File: src/rtl/int_ctrl_n_pkg.sv
// int_ctrl_n_pkg: register indices and helpers shared by the interrupt controller
package int_ctrl_n_pkg;
  typedef enum logic [2:0] {
    INTC_PEND, INTC_MASK, INTC_EDGE, INTC_POL,
    INTC_ROUTE, INTC_VECTOR, INTC_SWSET, INTC_CTRL
  } intc_reg_e;
  localparam int GIE_BIT = 0;
  function automatic logic [15:0] wr_merge(input logic [15:0] q, input logic [15:0] d,
                                           input logic [15:0] m);
    return (q & ~m) | (d & m);
  endfunction
  function automatic logic [3:0] lsb_idx(input logic [15:0] v);
    lsb_idx = '0;
    for (int k = 15; k >= 0; k--) if (v[k]) lsb_idx = 4'(k);
  endfunction
endpackage

File: src/rtl/int_sync_edge.sv
// int_sync_edge: per-source synchroniser, previous-sample flop, polarity-adjusted active and rise
// ports: clk_i, rst_ni (async active-low), in_i raw source, pol_i (1 = active-low),
//        active_o synchronised active level, rise_o inactive->active transition
module int_sync_edge #(
  parameter int SYNC_STAGES = 2
) (
  input  logic clk_i,
  input  logic rst_ni,
  input  logic in_i,
  input  logic pol_i,
  output logic active_o,
  output logic rise_o
);
  logic [SYNC_STAGES-1:0] sync_q;
  logic                   prev_q;
  always_ff @(posedge clk_i or negedge rst_ni) begin
    if (!rst_ni) begin
      sync_q <= '0;
      prev_q <= 1'b0;
    end else begin
      sync_q <= {sync_q[SYNC_STAGES-2:0], in_i};
      prev_q <= sync_q[SYNC_STAGES-1];
    end
  end
  // both samples use the current polarity, so a POL change on a steady input is not an edge
  assign active_o = sync_q[SYNC_STAGES-1] ^ pol_i;
  assign rise_o   = active_o & ~(prev_q ^ pol_i);
endmodule

File: src/rtl/int_ctrl_n.sv
// int_ctrl_n: parametrised interrupt controller with polarity, edge/level, mask and INT0/INT1 routing
// ports: CLK, RESETN (async active-low), SEL/ADDR/DIN/DOUT/RDN/WR0N/WR1N CPU register bus,
//        INTS[N_SRC] raw sources, INT0 low-priority and INT1 high-priority registered requests
// option: INT_CTRL_SWSET_EN enables the software-set register at address 6
module int_ctrl_n
  import int_ctrl_n_pkg::*;
#(
  parameter int N_SRC       = 8,
  parameter int SYNC_STAGES = 2
) (
  input  logic             CLK,
  input  logic             RESETN,
  input  logic             SEL,
  input  logic [2:0]       ADDR,
  input  logic [15:0]      DIN,
  output logic [15:0]      DOUT,
  input  logic             RDN,
  input  logic             WR0N,
  input  logic             WR1N,
  input  logic [N_SRC-1:0] INTS,
  output logic             INT0,
  output logic             INT1
);
  localparam logic [15:0] VLD = 16'((32'd1 << N_SRC) - 32'd1);
  logic [N_SRC-1:0] act, rise;
  logic [15:0] pend_q, pend_d, mask_q, mask_d, edg_q, edg_d, pol_q, pol_d, route_q, route_d;
  logic [15:0] bm, w1c, sw, act16, rise16, req, hi, lo, vec, rd;
  logic        gie_q, gie_d, int0_q, int1_q;
  for (genvar i = 0; i < N_SRC; i++) begin : g_src
    int_sync_edge #(.SYNC_STAGES(SYNC_STAGES)) u_sync (
      .clk_i   (CLK),
      .rst_ni  (RESETN),
      .in_i    (INTS[i]),
      .pol_i   (pol_q[i]),
      .active_o(act[i]),
      .rise_o  (rise[i])
    );
  end
  assign act16  = 16'(act);
  assign rise16 = 16'(rise);
  // byte strobes gated by chip select; bits at or above N_SRC never write
  assign bm = SEL ? {{8{~WR1N}}, {8{~WR0N}}} & VLD : '0;
  always_comb begin
    mask_d  = ADDR == INTC_MASK  ? wr_merge(mask_q, DIN, bm)  : mask_q;
    edg_d   = ADDR == INTC_EDGE  ? wr_merge(edg_q, DIN, bm)   : edg_q;
    pol_d   = ADDR == INTC_POL   ? wr_merge(pol_q, DIN, bm)   : pol_q;
    route_d = ADDR == INTC_ROUTE ? wr_merge(route_q, DIN, bm) : route_q;
    gie_d   = ADDR == INTC_CTRL && bm[GIE_BIT] ? DIN[GIE_BIT] : gie_q;
    w1c     = ADDR == INTC_PEND ? DIN & bm : '0;
`ifdef INT_CTRL_SWSET_EN
    sw      = ADDR == INTC_SWSET ? DIN & bm & edg_q : '0;
`else
    sw      = '0;
`endif
    // edge bits: set (rise or software) beats W1C; level bits track active,
    // except a 0->1 EDGE write clears the bit in that cycle
    pend_d  = (edg_q & (rise16 | sw | (pend_q & ~w1c))) | (~edg_q & ~edg_d & act16);
  end
  assign req = pend_q & mask_q;
  assign hi  = req & route_q;
  assign lo  = req & ~route_q;
  assign vec = |hi ? {1'b1, 11'd0, lsb_idx(hi)} : |lo ? {1'b1, 11'd0, lsb_idx(lo)} : '0;
  always_comb begin
    case (ADDR)
      INTC_PEND:   rd = pend_q;
      INTC_MASK:   rd = mask_q;
      INTC_EDGE:   rd = edg_q;
      INTC_POL:    rd = pol_q;
      INTC_ROUTE:  rd = route_q;
      INTC_VECTOR: rd = vec;
      INTC_CTRL:   rd = 16'(gie_q);
      default:     rd = '0;
    endcase
  end
  assign DOUT = SEL && !RDN ? rd : '0;
  always_ff @(posedge CLK or negedge RESETN) begin
    if (!RESETN) begin
      pend_q  <= '0;
      mask_q  <= '0;
      edg_q   <= '0;
      pol_q   <= '0;
      route_q <= '0;
      gie_q   <= 1'b0;
      int0_q  <= 1'b0;
      int1_q  <= 1'b0;
    end else begin
      pend_q  <= pend_d;
      mask_q  <= mask_d;
      edg_q   <= edg_d;
      pol_q   <= pol_d;
      route_q <= route_d;
      gie_q   <= gie_d;
      int0_q  <= gie_q & |lo;
      int1_q  <= gie_q & |hi;
    end
  end
  assign INT0 = int0_q;
  assign INT1 = int1_q;
endmodule

File: config.mk
export PLATFORM = sky130hd
export DESIGN_NAME = int_ctrl_n
export DESIGN_NICKNAME = d
export VERILOG_FILES = /design/src/rtl/int_ctrl_n_pkg.sv /design/src/rtl/int_sync_edge.sv /design/src/rtl/int_ctrl_n.sv
export SDC_FILE = /design/constraint.sdc
export NUM_CORES = 1
export LEC_CHECK = 0
export CAP_MARGIN = 20
export CELL_PAD_IN_SITES_DETAIL_PLACEMENT = 2
export CELL_PAD_IN_SITES_GLOBAL_PLACEMENT = 2
export CORE_MARGIN = 8
export CORE_UTILIZATION = 32
export CTS_CLUSTER_DIAMETER = 80
export DETAILED_ROUTE_END_ITERATION = 10
export PLACE_DENSITY_LB_ADDON = 0.1
export SYNTH_ARGS = -nofsm -noshare
export SYNTH_HDL_FRONTEND = slang
export SYNTH_HIERARCHICAL = 1
export SYNTH_SLANG_ARGS = --single-unit
File: constraint.sdc
create_clock -name CLK -period 1.7 [get_ports CLK]
set_clock_uncertainty 0.05 [all_clocks]
set_input_delay 0.34 -clock CLK [delete_from_list [all_inputs] [get_ports CLK]]
set_output_delay 0.34 -clock CLK [all_outputs]
set_load 0.05 [all_outputs]
==> results of run 1 <==
Yosys cell counts, types with 2 or more instances:
library cell,n,area (um^2)
sky130_fd_sc_hd__a21oi_1,26,130
sky130_fd_sc_hd__nand2_1,43,161
sky130_fd_sc_hd__and3b_1,4,35.0
sky130_fd_sc_hd__nand2b_1,10,62.6
sky130_fd_sc_hd__mux4_2,5,113
sky130_fd_sc_hd__o21ai_0,8,40.0
sky130_fd_sc_hd__nand3_1,12,60.1
sky130_fd_sc_hd__mux2_2,25,282
sky130_fd_sc_hd__nand3b_1,14,105
sky130_fd_sc_hd__xor2_1,8,70.1
sky130_fd_sc_hd__nor2b_1,8,50.1
sky130_fd_sc_hd__a31oi_1,6,37.5
sky130_fd_sc_hd__nand4_1,3,18.8
sky130_fd_sc_hd__buf_6,2,22.5
sky130_fd_sc_hd__or3_1,2,12.5
sky130_fd_sc_hd__buf_4,9,67.6
sky130_fd_sc_hd__o21ai_2,8,70.1
sky130_fd_sc_hd__mux2i_1,4,40.0
sky130_fd_sc_hd__buf_2,3,15.0
sky130_fd_sc_hd__nor2_1,11,41.3
sky130_fd_sc_hd__dfrtp_1,67,1680
sky130_fd_sc_hd__nor3b_4,2,37.5
critical path: stages (launching register included):
cell,delay [ns]
sky130_fd_sc_hd__dfrtp_1,0.42
sky130_fd_sc_hd__nand3b_1,0.21
sky130_fd_sc_hd__nand4_1,0.17
sky130_fd_sc_hd__buf_4,0.14
sky130_fd_sc_hd__nand3_2,0.07
sky130_fd_sc_hd__a211o_1,0.32
sky130_fd_sc_hd__a21oi_4,0.18
sky130_fd_sc_hd__buf_12,0.16
where the power goes:
| group | internal, mW | switching [mW] |
|---|---|---|
| clock network | 0.861 | 0.618 |
| logic | 1.23 | 1.09 |
| registers | 1.89 | 0.287 |
cells by family (layout without fill, tap and decap cells):
family | count (synthesis) | in the layout
other cells | 1 | 7
xor+xnor | 8 | 8
mux | 35 | 35
compound gates | 58 | 58
simple gates | 117 | 117
flops | 67 | 67
buf+inv | 15 | 140
layout by cell type, fill, tap and decap left out, types with 6 or more instances in the layout:
cell / instances
sky130_fd_sc_hd__a21oi_1: 22
sky130_fd_sc_hd__buf_12: 9
sky130_fd_sc_hd__buf_4: 76
sky130_fd_sc_hd__buf_6: 15
sky130_fd_sc_hd__clkbuf_8: 10
sky130_fd_sc_hd__clkdlybuf4s50_1: 17
sky130_fd_sc_hd__conb_1: 7
sky130_fd_sc_hd__dfrtp_1: 67
sky130_fd_sc_hd__mux2_2: 25
sky130_fd_sc_hd__mux4_2: 6
sky130_fd_sc_hd__nand2_1: 41
sky130_fd_sc_hd__nand2b_1: 9
sky130_fd_sc_hd__nand3_1: 6
sky130_fd_sc_hd__nand3b_1: 14
sky130_fd_sc_hd__nor2_2: 8
sky130_fd_sc_hd__nor2b_4: 6
sky130_fd_sc_hd__o21ai_0: 6
sky130_fd_sc_hd__o21ai_2: 8
sky130_fd_sc_hd__xor2_1: 8
worst min-delay path by stage:
stage	depth (start not counted)	slack, ns	from	to
global route	0	0.31	g_src[4].u_sync/sync_q[0]	g_src[4].u_sync/sync_q[1]
global placement	0	0.28	g_src[1].u_sync/sync_q[0]	g_src[1].u_sync/sync_q[1]
CTS	0	0.30	g_src[5].u_sync/sync_q[0]	g_src[5].u_sync/sync_q[1]
detailed placement	0	0.29	g_src[6].u_sync/sync_q[0]	g_src[6].u_sync/sync_q[1]
floorplan	0	-0.006	RESETN	INT0
finish	0	0.30	g_src[7].u_sync/sync_q[0]	g_src[7].u_sync/sync_q[1]
layer usage:
layer	up-vias	track usage	wire length, um
li1	1317	-	-
met1	1484	0.202	5190
met2	58	0.295	6270
met3	16	0.0319	428
met4	0	0.0641	276
met5	-	0	0
area by class of cell:
class                           instances  area [um^2]  share of cell area
Timing Repair Buffer                  125         1190               0.232
Clock buffer                           13          149              0.0291
Tap cell                              136          170              0.0332
Multi-Input combinational cell        225         1880               0.367
Clock inverter                          2         60.1              0.0117
Sequential cell                        67         1680               0.327
repair_timing:
item | 4_1_cts | 5_1_grt
resized for setup | 32 | 26
hold buffers | 1 | 0
hold endpoints to repair | 67 | 0
gates cloned | 1 | 0
setup endpoints to repair | 49 | 18
buffers inserted | 4 | 2
pin swaps | 8 | 4
metrics by stage:
| stage | setup WS [ns] | instance area [um^2] | hold slack (ns) |
|---|---|---|---|
| 2_1_floorplan | -0.222 | 3500 | -0.00559 |
| 3_3_place_gp | -0.846 | 4590 | 0.282 |
| 3_5_place_dp | -0.840 | 4590 | 0.286 |
| 4_1_cts | -0.708 | 4970 | 0.303 |
| 5_1_grt | -0.801 | 5120 | 0.306 |
| 6_report | -0.719 | 5120 | 0.296 |
==> reports/metrics.cfg, run 1 <==
[status]
status = finished with violations
violations = negative setup slack

[route]
drtPass1Iterations = 4
drt-vias-per-instance = 5.06
detailroute.via_count = 2875
detail_route.iter0.violations = 112
drc = 0
routed_wirelength_um = 12200
ant_nets = 0
drt-wirelength-per-cell_um = 21.4

[global_routing]
groute.usage.overall = 0.169
grt-ovfl-total = 0
grt_start_max_net_pins = 68
first_global_vias = 3388
antenna_found_initial = 0
grt_first_pass_wirelength_um = 18500

[logic_synthesis]
netlist-cell-type-count = 43
async_sr_flop_fraction = 1.00
post_synth_and_or_nand_nor_area_fraction = 0.200
synth_edf_count = 0
synth_top_family_by_area = simple AND/OR/NAND/NOR gates
post_synth_xor_area_fraction = 0.0209
netlist_instances = 301
synth_warnings = 6
yosys-mux-area-fraction = 0.138
synthFlopType = sky130_fd_sc_hd__dfrtp_1
synth_adder_area_share = 0
synth_compound_gate_area_share = 0.108
postSynthAreaPerCell_um2 = 11.1
yosysSeqAreaShare = 0.501
post_synthesis_sequential_element_count = 67
syn_area_mm2 = 0.00335

[floorplanning]
initial_utilization = 0.327
row_count = 37
die_w_um = 118
die_y_um = 118
placeableCoreArea_mm2 = 0.0102
design.die.area_mm2 = 0.0140
num_io_pins = 51

[cells_and_area]
utilization = 0.501
design.final.nets = 461
finish.cell_count_without_fillers = 568
drive_above_1_share = 0.461
number_of_fill_cells_in_the_layout = 1043
p_r_area_growth_vs_syn_pct = 53.1
antennaDiodeCount = 0

[sta]
finalSetupTns_ns = -5.54
period_share = 1.42
rsz_0062_raised_after_global_routing = yes
finalSetupViolations = 9
fin_crit_ns = 2.42
fmaxAchievable_mhz = 413
post-route-worst-setup-slack_ns = -0.719
drv_slew = 0
finalHoldViolations = 0

[placement]
placement.io_buffers = 34
dp_cells = 545
dpl.hpwl_um = 8230
gp_congestion = 0.782

[power]
ir_drop_mv = 0.504
totalPowerFinal_mw = 5.96
total_leakage_power_nw = 2.27
power.density_mw_per_mm2 = 1160

[worst_setup_path]
timing.critical_path.to_type = output pin
worst_setup_path_start_kind = flop
critPathMaxFanout = 4
timing.reg2reg.worst_path_depth = 7
worst_ep_arrival_time_ns = 2.03
worst-setup-path-type = reg2out
worstReg2RegEnd = INT0
required_ns = 1.31
reg2reg_slack_ns = 0.07
setup.worst_path.end = DOUT[2]

[run]
max_cap_violations = 0

[clock_tree]
cts.clk_slew.worst_paths_ns = 0.07
cts_tree = yes
clk-insertion-delay-late_ns = 0.35
clock_path_buffers = 2
cts.root.buffer_cell = sky130_fd_sc_hd__clkbuf_8
cts_buffer_count = 9
cts_htree_levels = 3
clock-sinks = 67

[worst_hold_path]
hold_path_class = reg2reg

No activity file was read; power rests on OpenSTA's default activity.
==> inputs of run 2 (changes only) <==
- GPL_TIMING_DRIVEN: default -> 0
- MAX_ROUTING_LAYER: default -> met4
==> reports/metrics.cfg, run 2 (synthesized netlist as in run 1, its figures left out) <==
[power]
power.clock.fraction = 0.265  ; +0.017
total_leakage_power_nw = 1.98  ; -13%
ir_drop_mv = 0.468  ; -7.2%
totalPowerFinal_mw = 5.31  ; -11%
switchingPower_mw = 1.75  ; -12%
switching_share = 0.329  ; -0.00460
share_seq_of_total_power = 0.413  ; +0.049
cell_int_power_mw = 3.56  ; -10%
power.density_mw_per_mm2 = 1170  ; +0.24%
pwr-share-comb = 0.322  ; -0.066

[route]
drtPass1Iterations = 4  ; unchanged
drc = 0  ; unchanged
detailroute.via_count = 2598  ; -9.6%
detail_route.iter0.violations = 90  ; -20%
drt-wirelength-per-cell_um = 19.3  ; -9.9%
routed_wirelength_um = 10000  ; -18%
drt-vias-per-instance = 5.01  ; -1.1%
ant_nets = 0  ; unchanged

[run]
max_cap_violations = 0  ; unchanged

[global_routing]
grt_first_pass_wirelength_um = 16300  ; -12%
antenna_found_initial = 0  ; unchanged
groute.usage.overall = 0.155  ; -0.0141
grt_start_max_net_pins = 68  ; unchanged
grt-ovfl-total = 0  ; unchanged
first_global_vias = 2961  ; -13%

[worst_setup_path]
worstReg2RegEnd = INT1
setup.worst_path.end = DOUT[15]
reg2reg_slack_ns = 0.28  ; +0.21 ns
timing.reg2reg.worst_path_depth = 5  ; -2
critPathMaxFanout = 4  ; unchanged
worst_setup_path_start_kind = flop
worst_ep_arrival_time_ns = 2.01  ; -0.02 ns
timing.critical_path.to_type = output pin
worst-setup-path-type = reg2out
required_ns = 1.31  ; about the same
regToRegStartpoint = pend_q[5]

[floorplanning]
design.die.area_mm2 = 0.0140  ; unchanged
initial_utilization = 0.327  ; unchanged
row_count = 37  ; unchanged
num_io_pins = 51  ; unchanged
die_y_um = 118  ; unchanged
die_w_um = 118  ; unchanged
placeableCoreArea_mm2 = 0.0102  ; unchanged

[status]
violations = negative setup slack
status = finished with violations

[clock_tree]
cts_tree = yes
clk-insertion-delay-late_ns = 0.35  ; about the same
cts.root.buffer_cell = sky130_fd_sc_hd__clkbuf_8
clock-sinks = 67  ; unchanged
cts_htree_levels = 3  ; unchanged
cts.clk_slew.worst_paths_ns = 0.07  ; about the same
clock_path_buffers = 2  ; unchanged
cts_buffer_count = 9  ; unchanged

[cells_and_area]
finish.instance_area_mm2 = 0.00455  ; -11%
p_r_area_growth_vs_syn_pct = 35.9
leading_cell_type_in_the_layout_fill_and_taps_excluded = sky130_fd_sc_hd__dfrtp_1
finish.cell_count_without_fillers = 519  ; -8.6%
design.final.nets = 411  ; -11%
antennaDiodeCount = 0  ; unchanged
commonest_cells_after_routing_fill_and_taps_aside = 67 x sky130_fd_sc_hd__dfrtp_1, 40 x sky130_fd_sc_hd__nand2_1, 33 x sky130_fd_sc_hd__buf_4, 25 x sky130_fd_sc_hd__a21oi_1, 25 x sky130_fd_sc_hd__mux2_2
utilization = 0.445  ; -0.0560
drive_above_1_share = 0.366  ; -0.0951

[sta]
post-route-worst-setup-slack_ns = -0.704  ; +0.0152 ns
period_share = 1.41  ; -0.00894
fin_crit_ns = 2.40  ; -0.0152 ns
fmaxAchievable_mhz = 416  ; +0.63%
timing.slew.headroom = 0.410
finalSetupTns_ns = -5.23  ; +0.310 ns
finalSetupViolations = 9  ; unchanged
drv_slew = 0  ; unchanged
rsz_0062_raised_after_global_routing = yes
finalHoldViolations = 0  ; unchanged
max_slew.worst_pin.slew_ns = 0.885

[placement]
gp_congestion = 0.804  ; +2.8%
placement.io_buffers = 32  ; -5.9%
dp_cells = 475  ; -13%
placed_area_mm2 = 0.00398  ; -13%
dpl.hpwl_um = 6700  ; -19%

[worst_hold_path]
hold_path_class = in2async

## run 2: cell count changes in the layout (fill, tap and decap cells not counted), sizes merged
cell           delta
bufbuf            -1
bufinv            -1
clkdlybuf4s15     -1
buf              -48
dlygate4sd3       -1
dlygate4sd2       +1
clkbuf            +2
## run 2: critical path: stages (launching register included)
cell	delay [ns]
sky130_fd_sc_hd__dfrtp_1	0.43
sky130_fd_sc_hd__nand3b_1	0.24
sky130_fd_sc_hd__nand4_1	0.21
sky130_fd_sc_hd__buf_4	0.16
sky130_fd_sc_hd__nor2_4	0.04
sky130_fd_sc_hd__a2111oi_4	0.37
sky130_fd_sc_hd__buf_6	0.21
## run 2: how the worst min path moves through the flow
stage | from | to | depth (start not counted)
2_1_floorplan | RESETN | INT0 | 0
3_3_place_gp | g_src[1].u_sync/sync_q[0] | g_src[1].u_sync/sync_q[1] | 0
3_5_place_dp | g_src[0].u_sync/sync_q[0] | g_src[0].u_sync/sync_q[1] | 0
4_1_cts | RESETN | g_src[4].u_sync/sync_q[0] | 1
5_1_grt | RESETN | g_src[4].u_sync/sync_q[0] | 1
6_report | RESETN | g_src[4].u_sync/sync_q[0] | 1
## run 2: stage by stage
step	worst slack (ns)	hold slack (ns)
floorplan	-0.222	-0.00559
global placement	-2.13	0.282
detailed placement	-1.52	0.289
CTS	-0.680	0.0784
global route	-0.837	0.116
finish	-0.704	0.0544
## run 2: layer usage
metal  GRT usage  share of wire
met3      0.0333          0.033
met1       0.190           0.47
met4      0.0689          0.027
met2       0.241           0.47
met5           -              0
## run 2: repair_timing
item,in CTS,in global routing
pin swaps,11,10
buffers inserted,25,5
hold buffers,0,0
endpoints found under the setup margin,51,24
resized for setup,84,14
## run 2: layout make-up
| class | instances | area, um^2 |
|---|---|---|
| buffer | 14 | 130 |
| timing repair buffer | 61 | 588 |
| tap | 136 | 170 |
| sequential | 67 | 1680 |
| clock buffer | 15 | 176 |
| clock inverter | 1 | 30.0 |
| fill | 1080 | 5680 |
| multi-input combinational | 225 | 1780 |
## run 2: power by group through the flow
stage	sequential [mW]	combinational (mW)	clock, mW
6_report	2.19	1.71	1.41
5_1_grt	2.24	1.87	1.52
4_1_cts	2.19	1.63	1.45
3_5_place_dp	2.24	1.35	0
3_3_place_gp	2.22	1.32	0
2_1_floorplan	2.20	0.952	0
==> inputs of run 3 (changes only) <==
- ABC_AREA: default -> 1
- CORE_UTILIZATION: 32 -> 29
- CTS_CLUSTER_SIZE: default -> 8
- SETUP_SLACK_MARGIN: default -> 0.05
==> reports/metrics.cfg, run 3 <==
[cells_and_area]
design.final.nets = 520  ; +27%
commonest_cells_after_routing_fill_and_taps_aside = 77 x sky130_fd_sc_hd__nand2_1, 63 x sky130_fd_sc_hd__dfrtp_1, 56 x sky130_fd_sc_hd__inv_1, 41 x sky130_fd_sc_hd__o21ai_0, 39 x sky130_fd_sc_hd__buf_4
utilization = 0.433  ; -0.0122
antennaDiodeCount = 0  ; unchanged
leading_cell_type_in_the_layout_fill_and_taps_excluded = sky130_fd_sc_hd__nand2_1
drive_above_1_share = 0.327  ; -0.0383
p_r_area_growth_vs_syn_pct = 48.2

[sta]
finalHoldViolations = 0  ; unchanged
post-route-worst-setup-slack_ns = -0.550  ; +0.153 ns
drv_slew = 0  ; unchanged
period_share = 1.32  ; -0.0900
finalSetupViolations = 9  ; unchanged
rsz_0062_raised_after_global_routing = yes
fin_crit_ns = 2.25  ; -0.153 ns
fmaxAchievable_mhz = 444  ; +6.8%
hold_slack_ns = 0.297  ; +0.242 ns
finalSetupTns_ns = -2.94  ; +2.29 ns

[route]
drt-vias-per-instance = 4.87  ; -2.7%
met3_length_um = 331  ; +1.2%
dr_wl_met2_um = 5790  ; +22%
detail_route.iter0.violations = 100  ; +11%
routed_wirelength_um = 11400  ; +14%
drtPass1Iterations = 4  ; unchanged
detailroute.via_count = 3094  ; +19%
ant_nets = 0  ; unchanged
met1Wirelength_um = 5160  ; +10%
top_layer_reached_by_signal_wires = met4
drc = 0  ; unchanged
drt-wirelength-per-cell_um = 18.0  ; -6.7%

[clock_tree]
cts_buffer_count = 9  ; unchanged
cts.clk_slew.worst_paths_ns = 0.05  ; -0.02 ns
clock-sinks = 67  ; unchanged
cts_tree = yes
clk-insertion-delay-late_ns = 0.34  ; about the same
cts_htree_levels = 3  ; unchanged
cts.root.buffer_cell = sky130_fd_sc_hd__clkbuf_16
clock_path_buffers = 2  ; unchanged

[global_routing]
groute.usage.overall = 0.164  ; +0.00935
antenna_found_initial = 0  ; unchanged
grt-ovfl-total = 0  ; unchanged
first_global_vias = 3352  ; +13%
grt_first_pass_wirelength_um = 18100  ; +11%
grt_start_max_net_pins = 47  ; -31%

[worst_setup_path]
worst-setup-path-type = reg2out
path_cells = nand3_2, nand2_2, nor3b_2, nand2_1, buf_4, nand2_1, nand3_2, a21oi_4, buf_6
worst_ep_arrival_time_ns = 1.86  ; -0.15 ns
cp_slowest_stage_delay_ns = 0.42  ; about the same
timing.critical_path.to_type = output pin
timing.critical_path.slowest_stage_cell = sky130_fd_sc_hd__dfrtp_1
critical_path_buf_inv_count = 2  ; unchanged
required_ns = 1.31  ; about the same
worst_setup_path_start_kind = flop
critPathTopFamily = simple AND/OR/NAND/NOR gates
critPathMaxFanout = 3  ; -1

[logic_synthesis]
syn_area_mm2 = 0.00329  ; -1.7%
synth_top_cell_area_share = 0.509  ; +0.00856
netlist-cell-type-count = 33  ; -23%
postSynthAreaPerCell_um2 = 8.33  ; -25%
most_frequent_cell_after_synthesis = sky130_fd_sc_hd__nand2_1
post_synthesis_sequential_element_count = 67  ; unchanged
synth.largest_area_cell = sky130_fd_sc_hd__dfrtp_1
post_synth_main_area_contributors = sky130_fd_sc_hd__dfrtp_1 51%, sky130_fd_sc_hd__nand2_1 10%, sky130_fd_sc_hd__inv_1 7.5%, sky130_fd_sc_hd__o21ai_0 6.8%, sky130_fd_sc_hd__nand3_1 4.6%
netlist_top_cells_count = 88 x sky130_fd_sc_hd__nand2_1, 67 x sky130_fd_sc_hd__dfrtp_1, 66 x sky130_fd_sc_hd__inv_1, 45 x sky130_fd_sc_hd__o21ai_0, 30 x sky130_fd_sc_hd__nand3_1
synth_warnings = 6  ; unchanged
async_sr_flop_fraction = 1.00  ; unchanged
yosysSeqAreaShare = 0.509  ; +0.00856
synthFlopType = sky130_fd_sc_hd__dfrtp_1
synth_edf_count = 0  ; unchanged
netlist_instances = 395  ; +31%

[power]
ir_drop_mv = 0.573  ; +23%
totalPowerFinal_mw = 5.54  ; +4.3%
total_leakage_power_nw = 2.32  ; +17%
power.density_mw_per_mm2 = 1140  ; -2.6%

[floorplanning]
die_w_um = 123  ; +3.6%
row_count = 39  ; +5.4%
initial_utilization = 0.292  ; -0.0352
design.die.area_mm2 = 0.0150  ; +7.3%
num_io_pins = 51  ; unchanged
placeableCoreArea_mm2 = 0.0113  ; +10%
die_y_um = 123  ; +3.6%

[run]
max_cap_violations = 0  ; unchanged

[status]
violations = negative setup slack
status = finished with violations

[placement]
place_ws_ns = -1.71  ; -0.192 ns
dpl.hpwl_um = 7660  ; +14%
placement.io_buffers = 34  ; +6.3%
gp_congestion = 0.780  ; -2.9%

[worst_hold_path]
hold_path_class = reg2reg

-- run 3: per-layer routing --
layer	vias to the layer above	global-route usage
li1	1461	-
met1	1586	0.202
met2	35	0.268
met3	12	0.0285
met4	0	0.0548
met5	-	-
-- run 3: path summary, 6_finish.rpt --
kind                                                   to                       from  depth (start not counted)  slack, ns
worst max-delay path                              DOUT[0]                  pend_q[4]                          9      -0.55
worst min-delay path            g_src[1].u_sync/sync_q[1]  g_src[1].u_sync/sync_q[0]                          0       0.30
worst max register to register                       INT1                  pend_q[4]                          7       0.38
worst min register to register  g_src[1].u_sync/sync_q[1]  g_src[1].u_sync/sync_q[0]                          0       0.30
max in group asynchronous                       async pin                     RESETN                          3       0.64
min in group asynchronous                           gie_q                     RESETN                          2       0.40
-- run 3: area by class of cell --
class	instances	area (um^2)
repair buffers	75	752
multi-input cells	252	1590
flip-flops and latches	67	1680
plain buffers	13	131
inverters	69	273
fillers	1218	6390
well taps	143	179
clock inverters	5	28.8
clock buffers	11	243
-- run 3: power by group --
group	internal, mW	switching [mW]	total (mW)
clock network	1.02	0.702	1.72
logic	0.723	0.935	1.66
registers	1.87	0.287	2.16
total	3.62	1.92	5.54
-- run 3: what timing repair did --
item / CTS / global route
pin swaps: 15 / 14
hold endpoints to repair: 21 / 0
resized for setup: 136 / 25
hold buffers: 1 / 0
setup endpoints to repair: 43 / 25
gates cloned: 1 / 0
buffers inserted: 25 / 13
-- run 3: logic make-up after synthesis --
family,count (synthesis),share of synthesized area
flops,67,0.509
buf+inv,82,0.111
compound gates,88,0.155
other cells,1,0.00114
xor+xnor,8,0.0213
simple gates,149,0.202
-- run 3: through the flow --
stage,area (um^2),std cells
after floorplan,3430,401
after global placement,3950,578
after detailed placement,3980,579
after CTS,4700,622
after global routing,4880,635
final,4880,635
